`config.mk`:
```
export PLATFORM = sky130hd
export DESIGN_NAME = seq_multiplier
export DESIGN_NICKNAME = d
export VERILOG_FILES = /design/src/rtl/seq_multiplier.sv
export SDC_FILE = /design/constraint.sdc
export NUM_CORES = 1
export LEC_CHECK = 0
export CAP_MARGIN = 20
export CORE_MARGIN = 2
export CORE_UTILIZATION = 59
export CTS_BUF_LIST = sky130_fd_sc_hd__clkbuf_2 sky130_fd_sc_hd__clkbuf_4 sky130_fd_sc_hd__clkbuf_8
export DETAILED_ROUTE_END_ITERATION = 8
export GPL_TIMING_DRIVEN = 0
export PLACE_DENSITY = 0.93
export SLEW_MARGIN = 10
export SYNTH_ARGS = -nofsm -noshare
export SYNTH_HDL_FRONTEND = slang
export SYNTH_SLANG_ARGS = --single-unit
```
`constraint.sdc`:
```
create_clock -name clk -period 2.7 [get_ports clk]
set_input_delay 0.405 -clock clk [delete_from_list [all_inputs] [get_ports clk]]
set_output_delay 0.405 -clock clk [all_outputs]
set_load 0.01 [all_outputs]
```
`src/rtl/seq_multiplier.sv`:
```
// Sequential shift-add multiplier, signed/unsigned per operation, WIDTH-parametrised.
// Optional early termination on zero multiplier remainder: SEQ_MULT_EARLY_TERM_EN.
module seq_multiplier #(
    parameter int WIDTH = 8
) (
    input  logic                 clk,
    input  logic                 rst,
    input  logic                 start,
    input  logic                 signed_mode,
    input  logic [WIDTH-1:0]     ina,
    input  logic [WIDTH-1:0]     inb,
    output logic                 busy,
    output logic                 done,
    output logic [2*WIDTH-1:0]   out
);

    localparam int CW = $clog2(WIDTH + 1);
    localparam int PW = 2 * WIDTH;

    typedef enum logic [1:0] {
        IDLE,
        RUN,
        FIX
    } state_t;

    state_t          state;
    state_t          next;

    logic [PW-1:0]    acc;
    logic [PW-1:0]    mcand;
    logic [WIDTH-1:0] mplier;
    logic [CW-1:0]    cnt;
    logic             neg;

    logic [WIDTH-1:0] mag_a;
    logic [WIDTH-1:0] mag_b;
    logic [PW-1:0]    acc_add;
    logic [WIDTH-1:0] mplier_nx;
    logic [CW-1:0]    cnt_nx;
    logic             last;

    // -2^(WIDTH-1) negates to itself, which is its correct unsigned magnitude
    always_comb begin
        mag_a     = (signed_mode && ina[WIDTH-1]) ? -ina : ina;
        mag_b     = (signed_mode && inb[WIDTH-1]) ? -inb : inb;
        acc_add   = mplier[0] ? acc + mcand : acc;
        mplier_nx = mplier >> 1;
        cnt_nx    = cnt - CW'(1);
`ifdef SEQ_MULT_EARLY_TERM_EN
        last      = (cnt_nx == '0) || (mplier_nx == '0);
`else
        last      = (cnt_nx == '0);
`endif
    end

    always_ff @(posedge clk) begin
        if (rst) begin
            state <= IDLE;
        end else begin
            state <= next;
        end
    end

    always_comb begin
        next = state;
        unique case (state)
            IDLE: if (start) next = RUN;
            RUN:  if (last) next = FIX;
            FIX:  next = IDLE;
            default: next = IDLE;
        endcase
    end

    assign busy = (state != IDLE);

    always_ff @(posedge clk) begin
        if (rst) begin
            acc    <= '0;
            mcand  <= '0;
            mplier <= '0;
            cnt    <= '0;
            neg    <= 1'b0;
            done   <= 1'b0;
            out    <= '0;
        end else begin
            done <= 1'b0;
            unique case (state)
                IDLE: begin
                    if (start) begin
                        acc    <= '0;
                        mcand  <= {{WIDTH{1'b0}}, mag_a};
                        mplier <= mag_b;
                        cnt    <= CW'(WIDTH);
                        neg    <= signed_mode & (ina[WIDTH-1] ^ inb[WIDTH-1]);
                    end
                end
                RUN: begin
                    acc    <= acc_add;
                    mcand  <= mcand << 1;
                    mplier <= mplier_nx;
                    cnt    <= cnt_nx;
                end
                FIX: begin
                    out  <= neg ? -acc : acc;
                    done <= 1'b1;
                end
                default: ;
            endcase
        end
    end

endmodule

```
**After elaboration in Yosys (flattened, before gate mapping)**

Cells that the tools add are included.

- Add/subtract/negate cells: 5
- Reduce and logical (&&, ||, !) cells: 10
- Bitwise operators: 2
- Eq/ne operators: 5
- Muxes and demuxes: 16

Operators by type and width:

| cell | count |
|---|---|
| $mux 16 | 4 |
| $pmux 16 s2 | 2 |
| $mux 8 | 3 |
| $add 16x16->16 | 1 |
| $neg 16->16 | 1 |
| $neg 8->8 | 2 |
| $pmux 8 s2 | 1 |
| $pmux 4 s2 | 1 |
| $ne 2x2->1 const B | 3 |
| $reduce_and 2->1 | 3 |
| $logic_not 4->1 | 1 |
| $mux 2 | 2 |
| $mux 4 | 1 |
| $pmux 2 s2 | 1 |
| $reduce_bool 2->1 | 2 |
| $sub 4x1->4 const B | 1 |
| $reduce_and 3->1 | 1 |
| $eq 2x1->1 const B | 1 |
| $eq 2x2->1 const B | 1 |
| $logic_and 1x1->1 | 2 |
| $logic_not 2->1 | 1 |
| $and 1x1->1 | 1 |
| $mux 1 | 1 |
| $xor 1x1->1 | 1 |

- Register bits: 64
- Word-level logic and storage cells: 46
- Input bits: 20

**Longest topological paths before layout**

Gate-level depths: netlist (run 1).

- Depth after elaboration: 4
- Depth in mapped cells: 9
- Mapped depth without buffers: 9

**Worst setup path before layout (run 1)**

No wires, ideal clock.

- Path kind: reg2reg
- From: reg acc[0]
- To: reg acc[14]
- Stages on the path, launching flop included: 10
- Buffers on the path: 0
- Clock period less this slack: 2.097 ns
- Arrival time: 1.980 ns
- Setup slack: 0.603 ns
- Cells stage by stage: dfxtp_1 -> ha_1 -> inv_1 -> fa_1 -> nor2b_1 -> o2111ai_1 -> a21oi_1 -> a41oi_1 -> xnor2_1 -> a22o_1

- Longest elaborated chain between the ends: 3

RTL lines:

| what | RTL line | text |
|---|---|---|
| from (decl) | 29 | `logic [PW-1:0] acc;` |
| from (signal assigned) | 78 | `acc <= '0;` |
| from (signal assigned) | 90 | `acc <= '0;` |
| from (signal assigned) | 98 | `acc <= acc_add;` |
| $add 16x16->16 | 46 | `acc_add = mplier[0] ? acc + mcand : acc;` |
| $mux 16 | 46 |  |
| $pmux 16 s2 | 87 | `unique case (state)` |

No other way between the ends. The select of a mux whose other input is x is not followed.
A chain may end at the register's enable or synchronous reset.

**Final worst setup path (run 1)**

Same ends and word-level chain as after synthesis.

==> results of run 1 <==
[worst reg2reg max path, delay by kind of cell, from the launching register on]
| kind | cells | cell delay, ps |
|---|---|---|
| AO/OA/AOI/OAI | 4 | 950 |
| XOR/XNOR | 1 | 160 |
| adder cells (fa/ha/maj) | 2 | 620 |
| buffers and inverters | 1 | 80 |
| flip-flops | 1 | 390 |
| AND/OR/NAND/NOR | 1 | 220 |
[flip-flops by register name, summed over array words and instances (netlist names)]
signal / count
acc: 16
mcand: 16
out: 16
mplier: 8
cnt: 4
state: 2
done: 1
neg: 1
[where the power goes]
part           switching, W  internal (W)  leakage [nW]  total, W
combinational      0.000159      0.000105          1.03  0.000263
sequential        0.0000259      0.000972         0.519  0.000998
clock              0.000387      0.000417        0.0985  0.000805
[cells in the final DEF, fill, tap and decap left out, types with 14 or more instances in the layout]
cell type,synthesis,routed
dfxtp_1,64,64
clkbuf_1,20,20
nor2_1,47,47
xor2_1,18,18
ha_1,20,20
xnor2_1,20,20
nand3_1,18,18
a22oi_1,14,14
o21ai_0,17,17
nand2_1,50,50
clkdlybuf4s50_1,0,37
inv_1,14,14
a21oi_1,52,52
[cells in the mapped netlist, types with 4 or more instances]
cell / count / area, um2
a211oi_1: 10 / 75.07
a21o_1: 4 / 30.03
a21oi_1: 52 / 260.3
a221oi_1: 4 / 35.03
a22o_1: 10 / 87.58
a22oi_1: 14 / 105.1
a31oi_1: 7 / 43.79
clkbuf_1: 20 / 75.07
dfxtp_1: 64 / 1281
ha_1: 20 / 250.2
inv_1: 14 / 52.55
nand2_1: 50 / 187.7
nand3_1: 18 / 90.09
nor2_1: 47 / 176.4
nor2b_1: 6 / 37.54
nor3_1: 7 / 35.03
o21ai_0: 17 / 85.08
or3_1: 7 / 43.79
xnor2_1: 20 / 175.2
xor2_1: 18 / 157.7
[how the worst max path moves through the flow]
stage	start	slack [ps]	end
2_1_floorplan	acc[0]$_SDFFE_PP0P_	600	acc[14]$_SDFFE_PP0P_
3_3_place_gp	start	320	cnt[2]$_SDFFE_PP0P_
4_1_cts	acc[0]$_SDFFE_PP0P_	250	acc[14]$_SDFFE_PP0P_
6_report	acc[0]$_SDFFE_PP0P_	190	acc[14]$_SDFFE_PP0P_
3_5_place_dp	acc[0]$_SDFFE_PP0P_	280	acc[14]$_SDFFE_PP0P_
5_1_grt	acc[0]$_SDFFE_PP0P_	10	acc[14]$_SDFFE_PP0P_
[routing by layer]
metal	share of wire [%]	vias up	global-route usage (%)
li1	-	1698	-
met1	40	1634	30.20
met2	50	166	50.08
met3	7.0	34	6.374
met4	3.2	0	13.00
met5	0	-	0
[cell type report]
| cell class | instances | area (um2) |
|---|---|---|
| Buffer | 23 | 86.33 |
| Clock buffer | 9 | 123.9 |
| Clock inverter | 7 | 62.56 |
| Fill cell | 456 | 1645 |
| Inverter | 14 | 52.55 |
| Multi-Input combinational cell | 345 | 2170 |
| Sequential cell | 64 | 1281 |
| Tap cell | 75 | 93.84 |
| Timing Repair Buffer | 37 | 370.4 |
[per-stage QoR]
stage / util (%) / instances / hold WS [ps] / area [um2] / power (W)
after CTS: 72.05 / 574 / 460.9 / 4240 / 0.002054
final: 72.05 / 574 / 459.5 / 4240 / 0.002066
after global placement: 68.88 / 558 / 438.3 / 4054 / 0.001264
after floorplan: - / 446 / 431.7 / 3590 / 0.001181
after global routing: 72.05 / 574 / 474.8 / 4240 / 0.002130
after detailed placement: 68.88 / 558 / 452.5 / 4054 / 0.001277
[cells by family (layout without fill, tap and decap cells)]
family                     after synthesis  in the layout  synth area share, %
buffers and inverters                   37             90                3.869
DFF                                     64             64                35.69
AOI/OAI and AO/OA                      136            136                24.75
muxes                                    1              1               0.2789
xor gates and xnor gates                38             38                9.272
adders and majority gates               21             21                7.529
and+or+nand+nor                        149            149                18.61
==> metrics.cfg, run 1 <==
[layout]
diodes=0
area_delta_synth_final_pct=18.12
nNetsFinal=535
drive_above_1_share_pct=4.609

[worst_setup_path]
r2r_end=acc[14]$_SDFFE_PP0P_
crit_type=register to register
cp.required_ps=2950
slowest_delay_ps=390
crit_family=compound AO/OA/AOI/OAI gates
cp_slowest_cell=dfxtp_1
critPathArrivalTime_ps=2760
end_kind=register
crit_fanout=4
worst_setup_path_start_kind=register
reg2reg_from=acc[0]$_SDFFE_PP0P_
crit_buf_inv=1
r2r_slack_ps=190
critical_path_depth=9
worstRegToRegCells=9
path_cells=ha_1, inv_1, fa_1, nor2b_1, o2111ai_1, a21oi_1, a41oi_1, xnor2_1, a22o_1

[placement]
finalWeightedCongestion=0.9499
port-buffer-count=37
place_ws_ps=281.9
dpl.hpwl_mm=6.489

[yosys]
ys.flop_type=dfxtp_1
synth_edf_count=0
async_reset_ff_share_pct=0
yosysUniqueCellTypes=45
netlist_area_um2=3590
post_synth_inst_count=446
yosysSeqAreaShare_pct=35.69
ys.warnings.count=0
avgSynthCellArea_um2=8.049
ys_ff_latch=64
synth_nets=487

[sta]
setup_viol=0
fin_crit_sh_pct=93.14
fin_crit_ps=2515
max_slew_margin_pct=48.08
max_clock_freq_ghz=0.3976
tns_ps=0
slew_viol_final=0
finalHoldViolCount=0
fin_skew_ps=7.066
worst_slack_ps=185.1
rsz0062_at_grt=no
worst_slew_pin_slew_ps=772.8

[global_route]
grt_pass1_wl_mm=14.26
grt_max_degree=12
first_global_vias=3241
antenna_found_initial=0
track_usage_pct=27.62
grt.overflow.total=0

[clock_tree]
cts_tree=yes
cts.sinks=64
ctsLongestPathBuffers=2
cts_root_buffer=clkbuf_8
post-cts-setup-buffer-count=0
clk_pin_slew_ps=70
cts.repair.resized=0
insertion_delay_ps=350
numCtsBuffers=9
h-tree-depth=3
hold_buffers=0

[die]
die_w_um=82
rows=28
die_h_um=82
start_util_pct=60.99
io_pins=38
die_area_um2=6724
core-area_um2=5886

[drt]
ant_nets=0
wirelength_mm=8.737
dr.pass1.iters=6
vias_per_cell=6.153
drt-initial-drc-count=352
dr_total_vias=3532
wl_per_cell_um=15.22
drcViolationCount=0

[min_path]
min_from=out[12]$_SDFFE_PP0P_
min_to=out[12]$_SDFFE_PP0P_
whs_path_depth=2
min_path_type=register to register

[pwr]
peakVddDrop_mv=0.3577
power-per-cell-area_nw_per_um2=487.3
p_leak_nw=1.644

[run]
drv_cap=0

[status]
outcome=completed

Power figures use the tool's default switching activity.
==> inputs of run 2 (changes only) <==
--- a/config.mk
+++ b/config.mk
@@ -11,6 +11,7 @@
 export CTS_BUF_LIST = sky130_fd_sc_hd__clkbuf_2 sky130_fd_sc_hd__clkbuf_4 sky130_fd_sc_hd__clkbuf_8
 export DETAILED_ROUTE_END_ITERATION = 8
 export GPL_TIMING_DRIVEN = 0
+export HOLD_SLACK_MARGIN = 0.05
 export PLACE_DENSITY = 0.93
 export SLEW_MARGIN = 10
 export SYNTH_ARGS = -nofsm -noshare
==> results of run 2 <==
Final layout, timing and power as in run 1 (identical DEF).
==> inputs of run 3 (changes only) <==
==> config.mk (replaced) <==
export PLATFORM = sky130hd
export DESIGN_NAME = seq_multiplier
export DESIGN_NICKNAME = d
export VERILOG_FILES = /design/src/rtl/seq_multiplier.sv
export SDC_FILE = /design/constraint.sdc
export NUM_CORES = 1
export LEC_CHECK = 0
export ABC_AREA = 1
export CAP_MARGIN = 20
export CORE_MARGIN = 2
export CORE_UTILIZATION = 60
export CTS_BUF_LIST = sky130_fd_sc_hd__clkbuf_8
export DETAILED_ROUTE_END_ITERATION = 8
export GPL_TIMING_DRIVEN = 0
export HOLD_SLACK_MARGIN = 0.05
export PLACE_DENSITY = 0.93
export REMOVE_ABC_BUFFERS = 1
export SLEW_MARGIN = 10
export SYNTH_ARGS = -nofsm -noshare
export SYNTH_HDL_FRONTEND = slang
export SYNTH_SLANG_ARGS = --single-unit
==> metrics.cfg, run 3 <==
[clock_tree]
post-cts-setup-buffer-count=0
cts_tree=yes
cts.repair.resized=0
ctsLongestPathBuffers=2
hold_buffers=0
numCtsBuffers=9
h-tree-depth=3
insertion_delay_ps=350
clk_pin_slew_ps=80
cts.sinks=64
cts_root_buffer=clkbuf_8

[yosys]
ys_top_cells_by_count=172 x nand2_1, 86 x inv_1, 64 x dfxtp_1
ys_ff_latch=64
ys.warnings.count=0
ys.flop_type=dfxtp_1
synth_edf_count=0
avgSynthCellArea_um2=6.461
yosysSeqAreaShare_pct=31.83
yosysUniqueCellTypes=40
yosysTopAreaCell=dfxtp_1
post_synth_inst_count=623
synth_top_area_share_pct=31.83
yosys.cell_count.top_type=nand2_1
async_reset_ff_share_pct=0
netlist_area_um2=4025
netlist_top_cells_area=dfxtp_1 32%, nand2_1 16%, inv_1 8.0%

[drt]
dr.pass1.iters=7
ant_nets=0
dr_total_vias=4146
wirelength_mm=9.541
drcViolationCount=0
wl_per_cell_um=12.95
drt-initial-drc-count=332
vias_per_cell=5.626

[global_route]
antenna_found_initial=0
track_usage_pct=26.89
first_global_vias=3822
grt_max_degree=49
grt.overflow.total=0
grt_pass1_wl_mm=16.26

[worst_setup_path]
cp_slowest_cell=dfxtp_1
cp.required_ps=2890
end_kind=register
crit_fanout=4
critPathArrivalTime_ps=2180
slowest_delay_ps=390
crit_top_cell=nand3_1
path_cells=ha_1, inv_1, fa_1, inv_1, nand3_1, nand3_1, a21oi_1, or2_2, nand3_1, a21oi_1
crit_type=register to register
worst_setup_path_start_kind=register
crit_buf_inv=2
crit_family=simple AND/OR/NAND/NOR gates

[sta]
fin_crit_ps=1992
max_slew_margin_pct=42.50
tns_ps=0
setup_viol=0
slew_viol_final=0
fin_skew_ps=9.225
rsz0062_at_grt=no
max_clock_freq_ghz=0.5021
finalHoldViolCount=0
worst_slew_pin_slew_ps=862.5
fin_crit_sh_pct=73.76

[status]
outcome=completed

[layout]
final_common_cell=nand2_1
nNetsFinal=696
layout_common_cells=172 x nand2_1, 86 x inv_1, 64 x dfxtp_1
design_area_um2=4592
largestRegisters=acc: 16 flops, mcand: 16 flops, out: 16 flops
drive_above_1_share_pct=5.758
area_delta_synth_final_pct=14.08
diodes=0

[die]
io_pins=38
die_w_um=85.91
die_h_um=85.91
rows=29
start_util_pct=62.67
core-area_um2=6422
die_area_um2=7380

[pwr]
p_leak_nw=2.169
peakVddDrop_mv=0.2986
power-per-cell-area_nw_per_um2=468.5

[placement]
postPlaceCellArea_um2=4395
dpl.hpwl_mm=6.885
finalWeightedCongestion=0.9574
port-buffer-count=37

[run]
drv_cap=0

[min_path]
min_path_type=register to register

## run 3: cell count changes after synthesis, moves of 7 or more
cell,delta
nand2_1,+122
inv_1,+72
nand3_1,+34
xnor2_1,-20
clkbuf_1,-13
nor2_1,+13
a22o_1,-10
a211oi_1,-9
o21ai_0,+9
xor2_1,-9
or3_1,-7
## run 3: kinds of logic after synthesis
| group | synth area share, % |
|---|---|
| AO/OA/AOI/OAI | 15.14 |
| AND/OR/NAND/NOR | 33.07 |
| buffers and inverters | 11.28 |
| flip-flops | 31.83 |
| adder cells (fa/ha/maj) | 6.714 |
| XOR/XNOR | 1.958 |
## run 3: area by class of cell
type	instances	area (um2)
clock buffer	9	123.9
clock inverter	7	72.57
fill	524	1831
inverter	92	345.3
multi-input combinational	450	2292
sequential	64	1281
tap	77	96.34
timing repair buffer	38	380.4
## run 3: metrics by stage
stage               util, %  total power (W)  worst slack [ps]  instances  hold WS [ps]
detailed placement    68.44         0.001332             533.5        721         464.5
global placement      68.24         0.001317            -578.5        720         455.4
finish                71.50         0.002151             708.4        737         477.9
CTS                   71.50         0.002151             751.6        737         475.5
global route          71.50         0.002238             562.0        737         493.7
floorplan                 -         0.001224             837.6        606         439.7
## run 3: final timing paths
path,cells after the start,end,from,slack (ps)
worst max-delay path,10,acc[8]$_SDFFE_PP0P_,mcand[0]$_SDFFE_PP0P_,710
worst min-delay path,2,mplier[7]$_SDFFE_PP0P_,mplier[7]$_SDFFE_PP0P_,480
worst max register to register,10,acc[8]$_SDFFE_PP0P_,mcand[0]$_SDFFE_PP0P_,710
worst min register to register,2,mplier[7]$_SDFFE_PP0P_,mplier[7]$_SDFFE_PP0P_,480
## run 3: metal layers
metal	GRT usage, %	vias to the layer above	wire length, um
li1	-	2073	-
met1	33.61	1895	4123
met2	46.16	154	4645
met3	5.390	24	601
met4	9.091	0	171
met5	0	-	0
## run 3: tightest hold or removal path, cell delays in order (launching register included)
cell and delay [ps]:
dfxtp_1 320, nand2_1 60, a21oi_1 60
## run 3: power by group
| group | switching (W) | internal [W] | total [W] |
|---|---|---|---|
| Sequential | 0.0000357 | 0.000979 | 0.00102 |
| Combinational | 0.000192 | 0.000111 | 0.000302 |
| Clock | 0.000408 | 0.000426 | 0.000834 |
| Total | 0.000635 | 0.00152 | 0.00215 |
